### config.mk
export PLATFORM = sky130hd
export DESIGN_NAME = hid_key_event_flat
export DESIGN_NICKNAME = d
export VERILOG_FILES = /design/src/rtl/hid_pkg.sv /design/src/rtl/hid_key_event_if.sv /design/src/rtl/hid_report_capture.sv /design/src/rtl/hid_key_event.sv /design/src/flat_wrapper.sv
export SDC_FILE = /design/constraint.sdc
export NUM_CORES = 1
export LEC_CHECK = 0
export ABC_AREA = 1
export CAP_MARGIN = 10
export CORE_ASPECT_RATIO = 0.7
export CORE_MARGIN = 4
export CORE_UTILIZATION = 55
export DETAILED_ROUTE_END_ITERATION = 12
export GPL_TIMING_DRIVEN = 0
export MAX_ROUTING_LAYER = met4
export PLACE_DENSITY_LB_ADDON = 0.15
export RECOVER_POWER = 50
export SLEW_MARGIN = 20
export SYNTH_ARGS = -nofsm -noshare
export SYNTH_HDL_FRONTEND = slang
export SYNTH_HIERARCHICAL = 1
export SYNTH_SLANG_ARGS = --single-unit
### constraint.sdc
create_clock -name i_clk -period 3.4 [get_ports i_clk]
set_input_delay 0.68 -clock i_clk [delete_from_list [all_inputs] [get_ports i_clk]]
set_output_delay 0.68 -clock i_clk [all_outputs]
set_load 0.02 [all_outputs]
### src/rtl/hid_pkg.sv
// Shared constants, types and helpers for the HID boot-keyboard event path.
package hid_pkg;

    localparam logic [7:0]  KEY_NONE         = 8'h00;
    localparam logic [7:0]  KEY_ERR_ROLLOVER = 8'h01;
    localparam int unsigned REPORT_LEN       = 8;
    localparam int unsigned KEY_SLOTS        = 6;

    typedef logic [KEY_SLOTS-1:0][7:0] key_slots_t;

    typedef enum logic [1:0] {
        ST_IDLE,
        ST_COMPARE,
        ST_EMIT
    } state_e;

    function automatic logic slots_contain(input key_slots_t slots, input logic [7:0] key);
        logic hit;
        hit = 1'b0;
        for (int unsigned i = 0; i < KEY_SLOTS; i++) begin
            if (slots[i] == key) hit = 1'b1;
        end
        return hit;
    endfunction

endpackage

### src/rtl/hid_key_event_if.sv
// Report byte stream in, key events out; slave is the event generator's view.
interface hid_key_event_if;

    logic [7:0] i_rx_byte;
    logic       i_rx_valid;
    logic       i_rx_sof;
    logic [7:0] o_key;
    logic [7:0] o_mod;
    logic       o_valid;
    logic       i_ready;
    logic       o_overrun;

    modport slave (
        input  i_rx_byte, i_rx_valid, i_rx_sof, i_ready,
        output o_key, o_mod, o_valid, o_overrun
    );

    modport master (
        output i_rx_byte, i_rx_valid, i_rx_sof, i_ready,
        input  o_key, o_mod, o_valid, o_overrun
    );

endinterface

### src/rtl/hid_report_capture.sv
// Assembles 8-byte boot reports, drops rollover reports and holds the latest
// complete report in a single pending slot that is never back-pressured.
module hid_report_capture
    import hid_pkg::*;
(
    input  logic       clk_i,
    input  logic       rst_ni,
    input  logic [7:0] rx_byte_i,
    input  logic       rx_valid_i,
    input  logic       rx_sof_i,
    input  logic       pend_clr_i,
    output logic       pend_valid_o,
    output logic [7:0] pend_mod_o,
    output key_slots_t pend_keys_o,
    output logic       overrun_o
);

    localparam logic [3:0] IDX_DONE = 4'(REPORT_LEN);
    localparam logic [3:0] IDX_LAST = 4'(REPORT_LEN - 1);

    logic [3:0] idx_q, idx_d;
    logic [7:0] asm_mod_q, asm_mod_d;
    key_slots_t asm_keys_q, asm_keys_d;
    logic [7:0] pend_mod_q, pend_mod_d;
    key_slots_t pend_keys_q, pend_keys_d;
    logic       pend_valid_q, pend_valid_d;
    logic       overrun_q, overrun_d;

    logic [2:0] slot;
    logic       complete;

    always_comb begin
        idx_d        = idx_q;
        asm_mod_d    = asm_mod_q;
        asm_keys_d   = asm_keys_q;
        pend_mod_d   = pend_mod_q;
        pend_keys_d  = pend_keys_q;
        pend_valid_d = pend_valid_q & ~pend_clr_i;
        overrun_d    = 1'b0;
        complete     = 1'b0;
        slot         = 3'(idx_q - 4'd2);

        if (rx_valid_i) begin
            if (rx_sof_i) begin
                asm_mod_d = rx_byte_i;
                idx_d     = 4'd1;
            end else if (idx_q < IDX_DONE) begin
                idx_d = idx_q + 4'd1;
                if (idx_q == 4'd0) begin
                    asm_mod_d = rx_byte_i;
                end else if (idx_q >= 4'd2) begin
                    asm_keys_d[slot] = rx_byte_i;
                end
                complete = (idx_q == IDX_LAST);
            end
        end

        // Overwrite only counts when the parent is not taking the old report this cycle.
        if (complete && !slots_contain(asm_keys_d, KEY_ERR_ROLLOVER)) begin
            pend_mod_d   = asm_mod_d;
            pend_keys_d  = asm_keys_d;
            pend_valid_d = 1'b1;
            overrun_d    = pend_valid_q & ~pend_clr_i;
        end
    end

    // Index parks at REPORT_LEN so stray bytes are ignored until the first sof.
    always_ff @(posedge clk_i or negedge rst_ni) begin
        if (!rst_ni) begin
            idx_q        <= IDX_DONE;
            asm_mod_q    <= '0;
            asm_keys_q   <= '0;
            pend_mod_q   <= '0;
            pend_keys_q  <= '0;
            pend_valid_q <= 1'b0;
            overrun_q    <= 1'b0;
        end else begin
            idx_q        <= idx_d;
            asm_mod_q    <= asm_mod_d;
            asm_keys_q   <= asm_keys_d;
            pend_mod_q   <= pend_mod_d;
            pend_keys_q  <= pend_keys_d;
            pend_valid_q <= pend_valid_d;
            overrun_q    <= overrun_d;
        end
    end

    assign pend_valid_o = pend_valid_q;
    assign pend_mod_o   = pend_mod_q;
    assign pend_keys_o  = pend_keys_q;
    assign overrun_o    = overrun_q;

endmodule

### src/rtl/hid_key_event.sv
// Turns HID boot keyboard reports into one-per-handshake key-press events,
// with typematic auto-repeat of the most recently pressed key.
module hid_key_event
    import hid_pkg::*;
#(
    parameter int unsigned REPEAT_DELAY = 6_000_000,
    parameter int unsigned REPEAT_RATE  = 1_200_000
) (
    input  logic           i_clk,
    input  logic           i_rst_n,
    hid_key_event_if.slave bus
);

    localparam int unsigned      TMR_MAX   = (REPEAT_DELAY > REPEAT_RATE) ? REPEAT_DELAY : REPEAT_RATE;
    localparam int unsigned      TMR_W     = $clog2(TMR_MAX) + 1;
    localparam logic [TMR_W-1:0] TMR_DELAY = TMR_W'(REPEAT_DELAY);
    localparam logic [TMR_W-1:0] TMR_RATE  = TMR_W'(REPEAT_RATE);
    localparam logic [TMR_W-1:0] TMR_ONE   = TMR_W'(1);
    localparam logic [2:0]       LAST_SLOT = 3'(KEY_SLOTS - 1);

    logic       pend_valid;
    logic [7:0] pend_mod;
    key_slots_t pend_keys;
    logic       pend_clr;
    logic       overrun;

    hid_report_capture u_capture (
        .clk_i        (i_clk),
        .rst_ni       (i_rst_n),
        .rx_byte_i    (bus.i_rx_byte),
        .rx_valid_i   (bus.i_rx_valid),
        .rx_sof_i     (bus.i_rx_sof),
        .pend_clr_i   (pend_clr),
        .pend_valid_o (pend_valid),
        .pend_mod_o   (pend_mod),
        .pend_keys_o  (pend_keys),
        .overrun_o    (overrun)
    );

    state_e           state_q, state_d;
    logic [2:0]       slot_q, slot_d;
    logic             rep_emit_q, rep_emit_d;
    logic [7:0]       cur_mod_q, cur_mod_d;
    key_slots_t       cur_keys_q, cur_keys_d;
    logic [7:0]       prev_mod_q, prev_mod_d;
    key_slots_t       prev_keys_q, prev_keys_d;
    logic [7:0]       rep_key_q, rep_key_d;
    logic             rep_active_q, rep_active_d;
    logic [TMR_W-1:0] timer_q, timer_d;
    logic [7:0]       key_q, key_d;
    logic [7:0]       mod_q, mod_d;

    logic [7:0] cur_key;
    logic       is_new;
    logic       commit;

    assign cur_key = cur_keys_q[slot_q];
    assign is_new  = (cur_key != KEY_NONE) && !slots_contain(prev_keys_q, cur_key);

    always_comb begin
        state_d      = state_q;
        slot_d       = slot_q;
        rep_emit_d   = rep_emit_q;
        cur_mod_d    = cur_mod_q;
        cur_keys_d   = cur_keys_q;
        prev_mod_d   = prev_mod_q;
        prev_keys_d  = prev_keys_q;
        rep_key_d    = rep_key_q;
        rep_active_d = rep_active_q;
        timer_d      = timer_q;
        key_d        = key_q;
        mod_d        = mod_q;
        pend_clr     = 1'b0;
        commit       = 1'b0;

        case (state_q)
            ST_IDLE: begin
                if (timer_q != '0) timer_d = timer_q - TMR_ONE;
                if (pend_valid) begin
                    pend_clr   = 1'b1;
                    cur_mod_d  = pend_mod;
                    cur_keys_d = pend_keys;
                    slot_d     = '0;
                    state_d    = ST_COMPARE;
                end else if (rep_active_q && timer_q == '0) begin
                    key_d      = rep_key_q;
                    mod_d      = prev_mod_q;
                    rep_emit_d = 1'b1;
                    state_d    = ST_EMIT;
                end
            end
            ST_COMPARE: begin
                if (is_new) begin
                    key_d      = cur_key;
                    mod_d      = cur_mod_q;
                    rep_emit_d = 1'b0;
                    state_d    = ST_EMIT;
                end else if (slot_q == LAST_SLOT) begin
                    commit  = 1'b1;
                    state_d = ST_IDLE;
                end else begin
                    slot_d = slot_q + 3'd1;
                end
            end
            ST_EMIT: begin
                if (bus.i_ready) begin
                    if (rep_emit_q) begin
                        timer_d = TMR_RATE;
                        state_d = ST_IDLE;
                    end else begin
                        rep_key_d    = key_q;
                        rep_active_d = 1'b1;
                        timer_d      = TMR_DELAY;
                        if (slot_q == LAST_SLOT) begin
                            commit  = 1'b1;
                            state_d = ST_IDLE;
                        end else begin
                            slot_d  = slot_q + 3'd1;
                            state_d = ST_COMPARE;
                        end
                    end
                end
            end
            default: state_d = ST_IDLE;
        endcase

        // A slot-5 press commits in the same cycle it becomes the repeat key.
        if (commit) begin
            prev_mod_d  = cur_mod_q;
            prev_keys_d = cur_keys_q;
            if (!slots_contain(cur_keys_q, rep_key_d)) rep_active_d = 1'b0;
        end
    end

    always_ff @(posedge i_clk or negedge i_rst_n) begin
        if (!i_rst_n) begin
            state_q      <= ST_IDLE;
            slot_q       <= '0;
            rep_emit_q   <= 1'b0;
            cur_mod_q    <= '0;
            cur_keys_q   <= '0;
            prev_mod_q   <= '0;
            prev_keys_q  <= '0;
            rep_key_q    <= '0;
            rep_active_q <= 1'b0;
            timer_q      <= '0;
            key_q        <= '0;
            mod_q        <= '0;
        end else begin
            state_q      <= state_d;
            slot_q       <= slot_d;
            rep_emit_q   <= rep_emit_d;
            cur_mod_q    <= cur_mod_d;
            cur_keys_q   <= cur_keys_d;
            prev_mod_q   <= prev_mod_d;
            prev_keys_q  <= prev_keys_d;
            rep_key_q    <= rep_key_d;
            rep_active_q <= rep_active_d;
            timer_q      <= timer_d;
            key_q        <= key_d;
            mod_q        <= mod_d;
        end
    end

    assign bus.o_valid   = (state_q == ST_EMIT);
    assign bus.o_key     = key_q;
    assign bus.o_mod     = mod_q;
    assign bus.o_overrun = overrun;

endmodule

### src/flat_wrapper.sv
// flat-port wrapper written by rule: the top's interface ports become plain ports
module hid_key_event_flat import hid_pkg::*;
#(
    parameter int unsigned REPEAT_DELAY = 6_000_000,
    parameter int unsigned REPEAT_RATE  = 1_200_000
)
  (i_clk, i_rst_n, bus_i_rx_byte, bus_i_rx_valid, bus_i_rx_sof, bus_i_ready, bus_o_key, bus_o_mod, bus_o_valid, bus_o_overrun);
  hid_key_event_if bus_i ();
  input  logic i_clk;
  input  logic i_rst_n;
  input wire logic [$bits(bus_i.i_rx_byte)-1:0] bus_i_rx_byte;
  input wire logic [$bits(bus_i.i_rx_valid)-1:0] bus_i_rx_valid;
  input wire logic [$bits(bus_i.i_rx_sof)-1:0] bus_i_rx_sof;
  input wire logic [$bits(bus_i.i_ready)-1:0] bus_i_ready;
  output wire logic [$bits(bus_i.o_key)-1:0] bus_o_key;
  output wire logic [$bits(bus_i.o_mod)-1:0] bus_o_mod;
  output wire logic [$bits(bus_i.o_valid)-1:0] bus_o_valid;
  output wire logic [$bits(bus_i.o_overrun)-1:0] bus_o_overrun;
  assign bus_i.i_rx_byte = bus_i_rx_byte;
  assign bus_i.i_rx_valid = bus_i_rx_valid;
  assign bus_i.i_rx_sof = bus_i_rx_sof;
  assign bus_i.i_ready = bus_i_ready;
  assign bus_o_key = bus_i.o_key;
  assign bus_o_mod = bus_i.o_mod;
  assign bus_o_valid = bus_i.o_valid;
  assign bus_o_overrun = bus_i.o_overrun;
  hid_key_event #(.REPEAT_DELAY(REPEAT_DELAY), .REPEAT_RATE(REPEAT_RATE)) u_core (.i_clk(i_clk), .i_rst_n(i_rst_n), .bus(bus_i));
endmodule
# Word-level counts from Yosys, hierarchy flattened
# Index checks and enable logic that the tools add are counted.
[word_totals]
ff_bits = 285
mem_count = 0
rom_bits = 0
word_cells = 188
ramBits = 0
latch_bits = 0
[op_classes]
n_mux = 85
order_cmp = 5
n_eq_ne = 32
shifts = 0
mul = 0
add_sub_neg = 4
bitwise = 2
reduce_logical = 21
n_div = 0
[ops]
columns = ["op", "count"]
rows = [
  ["2-to-1 mux 48 bit", 5],
  ["2-to-1 mux 8 bit", 15],
  ["== test 8 bit", 12],
  ["bitwise mux 48 bit", 1],
  ["== test 8 x 1 -> 1 bit, second input constant", 6],
  ["2-to-1 mux 24 bit", 2],
  ["case mux 24 bit (2 select lines)", 1],
  ["2-to-1 mux 1 bit", 39],
  ["case mux 8 bit (2 select lines)", 2],
  ["binary-select mux 8 bit (select 3 bit)", 1],
  ["demux 8 bit (select 3 bit)", 1],
  ["zero test 24 bit", 1],
  ["nonzero test 24 bit", 1],
  ["subtractor 24 x 1 -> 24 bit, second input constant", 1],
  ["2-to-1 mux 23 bit", 1],
  ["2-to-1 mux 3 bit", 5],
  ["2-to-1 mux 2 bit", 6],
  ["inequality test 2 bit, second input constant", 5],
  ["case mux 3 bit (3 select lines)", 1],
  ["< comparator 3 x 4 -> 1 bit, second input constant", 2],
  ["2-to-1 mux 4 bit", 2],
  ["nonzero test 8 bit", 1],
  ["inequality test 2 x 1 -> 1 bit, second input constant", 3],
  ["case mux 2 bit (3 select lines)", 1],
  ["other kinds (25)", 34],
]

# Depth between registers and ports, before layout
[logic_depth]
ltp_word = 21
mapped_depth = 22

# Modules after synthesis
# The synthesis kept the hierarchy.
[modules_own_cells]
columns = ["module", "area_each_um2", "cells_each", "instances", "seq_area_each_um2"]
rows = [
  ["hid_key_event", 9266.4, 1244, 1, 4179.0],
  ["hid_report_capture", 5200.0, 631, 1, 2954.1],
]

# Worst setup path before layout
# No wires, ideal clock.
[synth_timing]
path_kind = "register to register"
start = "register u_core.state_q[0]"
end = "register u_core.rep_active_q"
stages_incl_launch_ff = 18
arrival_ns = 2.490
n_path_buf = 0
path_slack_ns = 0.845
synth_period_minus_slack_ns = 2.555
setup_ns = 0.065
cell_sequence = "dfrtp_1 > inv_1 > ha_1 > inv_2 > nor2_1 > nand2_2 > inv_2 > nand2_1 > nand2_2 > xor2_1 > o21ai_0 > nor3b_1 > nand2_1 > nand2_1 > inv_1 > a21boi_0 > nand3_1 > nand2_1"
[synth_via]
elab_chain_cells = 12
elab_cells_between_ends = 20
classes_between = "eq/ne (8); mux (12)"
[synth_lines]
columns = ["item", "line", "source"]
rows = [
  ["start: declaration", "hid_key_event.sv:40", "state_e state_q, state_d;"],
  ["start signal: assignment", "hid_key_event.sv:150", "state_q <= state_d;"],
  ["== test 2 bit (*)", "n/a", ""],
  ["net bus_o_valid", "flat_wrapper.sv:17", "output wire logic [$bits(bus_i.o_valid)-1:0] bus_o_valid;"],
  ["2-to-1 mux 8 bit (*)", "hid_key_event.sv:76", "case (state_q)"],
  ["net u_core.rep_key_d[2]", "hid_key_event.sv:47", "logic [7:0] rep_key_q, rep_key_d;"],
  ["== test 8 bit", "hid_pkg.sv:21", "if (slots[i] == key) hit = 1'b1;"],
  ["2-to-1 mux 1 bit (5 in a row)", "hid_pkg.sv:21", ""],
  ["2-to-1 mux 1 bit (*)", "hid_pkg.sv:21", ""],
  ["2-to-1 mux 1 bit (*)", "hid_key_event.sv:128", "if (commit) begin"],
  ["2-to-1 mux 1 bit (*)", "hid_key_event.sv:131", "if (!slots_contain(cur_keys_q, rep_key_d)) rep_active_d = 1'b0;"],
  ["2-to-1 mux 1 bit (*)", "hid_key_event.sv:128", ""],
  ["net u_core.rep_active_d", "hid_key_event.sv:48", "logic rep_active_q, rep_active_d;"],
  ["end signal: assignment", "hid_key_event.sv:158", "rep_active_q <= rep_active_d;"],
  ["end: declaration", "hid_key_event.sv:48", ""],
]
# Mark *: on every way through the listed nets, which the timed path passes. The rest lies on a longest branch. The select of a mux whose other input is x is not followed.
# A chain may end at the register's enable or synchronous reset.

# Final worst setup path
[layout_timing]
start = "register u_core.slot_q[1]"
end = "register u_core.key_q[3], in the netlist u_core/bus.o_key[3]"
[layout_via]
elab_chain_cells = 13
elab_cells_between_ends = 21
classes_between = "eq/ne (7); mux (10); reduce/logical (4)"
[layout_lines]
columns = ["item", "line", "source"]
rows = [
  ["start: declaration", "hid_key_event.sv:41", "logic [2:0] slot_q, slot_d;"],
  ["start signal: assignment", "hid_key_event.sv:151", "slot_q <= slot_d;"],
  ["binary-select mux 8 bit (select 3 bit) (*)", "hid_key_event.sv:57", "assign cur_key = cur_keys_q[slot_q];"],
  ["2-to-1 mux 8 bit (not written as such) (*)", "hid_key_event.sv:57", ""],
  ["== test 8 bit", "hid_pkg.sv:21", ""],
  ["2-to-1 mux 1 bit (6 in a row)", "hid_pkg.sv:21", ""],
  ["zero test 1 bit", "hid_key_event.sv:58", "assign is_new = (cur_key != KEY_NONE) && !slots_contain(prev_keys_q, cur_key);"],
  ["logical AND 1 bit", "hid_key_event.sv:58", ""],
  ["inequality test 2 x 1 -> 1 bit (no source line)", "n/a", ""],
  ["AND reduction 4 bit (no source line)", "n/a", ""],
  ["end signal: assignment", "hid_key_event.sv:160", "key_q <= key_d;"],
  ["end: declaration", "hid_key_event.sv:50", "logic [7:0] key_q, key_d;"],
]
# Every way passes the cells marked *; elsewhere a longest branch is shown, timed or not. The select of a mux whose other input is x is not followed.

==> results_dict.tcl <==
set metrics [dict create \
    status "complete, but fails checks" \
    violations "max-capacitance violations, max-slew violations" \
    first_iter_violations 1554 \
    die_y_um 144 \
    fin_hold_ws_ns 0.470 \
    die_x_um 202 \
    reg2reg_slack_ns 0.13 \
    worstPathRequired_ns 3.85 \
    fin_crit_ns 3.27 \
    final-hold-violation-count 0 \
    drtAntennaViolNets 0 \
    cts_tree "yes" \
    rows 49 \
    place.gp.congestion 0.997 \
    p_int_uw 7540 \
    maxCapViolations 1 \
    cts-root-buf "clkbuf_16" \
    worstSkewPairLatency_ns 0.55 \
    tightest_slew_ns 2.76 \
    max_freq_mhz 306 \
    hold_path_class "reg -> reg" \
    fillers 2283 \
    total_power_uw 12900 \
    p_clk_frac 0.256 \
    wl_um 40800 \
    seq_power_share 0.347 \
    p_per_area_nw_per_um2 786 \
    worst_r2r_path_depth 19 \
    final_common_cell "nand2_1" \
    grt-ovfl-total 0 \
    vdd_drop_max_v 0.000422 \
    synthFlopType "dfrtp_1" \
    track_usage 0.293 \
    async_flop_share 1.00 \
    ys_ff_latch 285 \
    drive_gt1_frac 0.0825 \
    ios 31 \
    die_area_um2 29000 \
    cts_sinks 285 \
    holdPathStages 2 \
    postSynthNetCount 1897 \
    fin_skew_ns 0.0120 \
    routedWlPerCell_um 17.6 \
    grt_pass1_vias 11900 \
    grt_max_degree 92 \
    criticalPathCategory "reg -> reg" \
    viasPerCell 5.47 \
    power_switching_uw 5370 \
    post-dp-hpwl_um 30400 \
    swShare 0.416 \
    rsz0062_at_grt "no" \
    grt_pass1_wl_um 65100 \
    whs_endpoint "u_core/cur_keys_q[37]" \
    drc 0 \
    drtPass1Iterations 6 \
    synth.avg_cell_area_um2 7.72 \
    period_share 0.961 \
    synth_cell_types 40 \
    postCtsHoldBufs 0 \
    clockBufferDepth 3 \
    io_buffer_count 30 \
    antenna_cells 0 \
    synth_cells 1875 \
    power_frac_comb 0.396 \
    start_util 0.560 \
    critPathMaxFanout 10 \
    cts_made_buffers 28 \
    finalSetupViolations 0 \
    mostFrequentLayoutCells "707 x nand2_1, 283 x dfrtp_1, 174 x inv_1" \
    worstHoldStart "u_core/u_capture/pend_keys_o[37]" \
    antenna_found_initial 0 \
    syn_to_final_growth_pct 13.6 \
    path_clk_slew_ns 0.07 \
    r2r_end "u_core/bus.o_key[3]" \
    design.core.area_um2 25800 \
    ys_warn_count 6 \
    critPathCaptureType "flip-flop" \
    r2r-start "u_core/slot_q[1]" \
    slew_violations 47 \
    syn-cell-area_um2 14500 \
    synth_edf_count 0 \
    ys_seq_area_frac 0.493 \
    crit_path_start_kind "flip-flop" \
    cp.arrival_ns 3.72 \
    vias 12700 \
    power.leakage_uw 0.00847 \
    htree_num_levels 1 \
    slew_headroom -0.837 \
    nNetsFinal 1965 \
]
metrics by stage:
step / util / setup WS, ns / setup TNS [ns] / instances / area (um2)
final: 0.637 / 0.132 / 0 / 2320 / 16400
after global routing: 0.637 / 0.00626 / 0 / 2320 / 16400
after CTS: 0.632 / 0.0419 / 0 / 2315 / 16300
after detailed placement: 0.593 / -0.180 / -0.180 / 2265 / 15300
after global placement: 0.589 / -10.71 / -3038.20 / 2262 / 15200
after floorplan: - / 0.845 / 0 / 1875 / 14500
sequential cells by signal, indices dropped and copies added, names as in the netlist, 24 cells and up:
register	count
u_core/cur_keys_q	48
u_core/prev_keys_q	48
u_core/timer_q	24
u_core/u_capture/asm_keys_q	48
u_core/u_capture/pend_keys_o	48
worst max-delay path by stage:
stage / startpoint / endpoint / slack (ns) / depth (start not counted)
3_5_place_dp: u_core/state_q[0] / u_core/rep_active_q / -0.18 / 18
3_3_place_gp: i_rst_n / u_core/prev_keys_q[20] / -10.71 / 1
5_1_grt: u_core/state_q[0] / u_core/rep_active_q / 0.006 / 18
4_1_cts: u_core/state_q[0] / u_core/rep_active_q / 0.04 / 18
2_1_floorplan: u_core/state_q[0] / u_core/rep_active_q / 0.84 / 17
6_report: u_core/slot_q[1] / u_core/bus.o_key[3] / 0.13 / 19
layout make-up:
class	count	area [um2]	share of cell area
clock buffer	36	802	0.0488
timing repair buffer	38	398	0.0242
tap	357	447	0.0272
clock inverter	14	180	0.0110
sequential	285	7130	0.434
multi-input combinational	1335	6390	0.389
buffer	70	379	0.0231
inverter	185	702	0.0427
synth_stat cells, types with 2 or more instances:
master	instances	area share
a21oi_1	23	0.0080
a2bb2oi_1	2	0.0012
a31oi_1	2	0.00086
buf_1	7	0.0018
buf_2	27	0.0093
buf_4	10	0.0052
buf_6	5	0.0039
clkbuf_1	21	0.0054
dfrtp_1	284	0.49
ha_1	9	0.0078
inv_1	174	0.045
inv_2	10	0.0026
mux2i_1	8	0.0055
nand2_1	712	0.18
nand2_2	17	0.0074
nand3_1	162	0.056
nand3_2	5	0.0035
nand3b_1	40	0.021
nand4_1	36	0.016
nor2_1	111	0.029
nor2_2	4	0.0017
nor3_1	16	0.0055
nor3b_1	3	0.0016
nor4_1	3	0.0013
o211ai_2	7	0.0061
o21a_1	3	0.0016
o21ai_0	102	0.035
o21ai_1	9	0.0031
o21ai_2	5	0.0030
o31ai_1	2	0.0010
or2_2	4	0.0017
xnor2_1	7	0.0042
xor2_1	38	0.023
worst max-delay path, cell delays in order, from the launching register on:
cell      delay, ns
dfrtp_1        0.39
buf_4          0.21
inv_2          0.22
nand3_1        0.12
nand2_1        0.16
nand2_2        0.15
nand2_2        0.19
nand2_1        0.07
nand2_1        0.10
inv_1          0.05
nand2_1        0.08
nor2_1         0.06
nand2_1        0.15
nand2_1        0.08
nor2_1         0.08
nand2_1        0.14
nand2_1        0.13
nand3_1        0.25
clkbuf_2       0.28
o21ai_0        0.23
power groups by stage:
stage | combinational (uW) | sequential, uW | clock (uW)
global route | 5620 | 4560 | 3520
global placement | 4680 | 4510 | 0
detailed placement | 4790 | 4520 | 0
CTS | 4850 | 4470 | 3370
finish | 5120 | 4490 | 3310
floorplan | 3350 | 4400 | 0
logic make-up (layout without fill, tap and decap cells):
kind of cell,after synthesis,after routing,share of synthesized area
xor+xnor,45,45,0.0272
compound gates,157,157,0.0611
mux,8,8,0.00554
flops,285,285,0.493
simple gates,1116,1116,0.332
fa+ha+maj,9,9,0.00778
buf+inv,255,343,0.0737
per-layer routing:
| layer | GRT usage | up-vias | wire [um] |
|---|---|---|---|
| met5 | - | - | 0 |
| met1 | 0.441 | 6102 | 19100 |
| met2 | 0.421 | 473 | 17400 |
| li1 | - | 6083 | - |
| met4 | 0.0417 | 0 | 451 |
| met3 | 0.0629 | 40 | 3820 |
timing repair:
action,in CTS,in global routing
gates resized for setup,6,27
endpoints found under the setup margin,14,74
pin swaps,0,1
setup buffers,0,5
gates cloned,0,0
(Power assumes the default switching activity.)
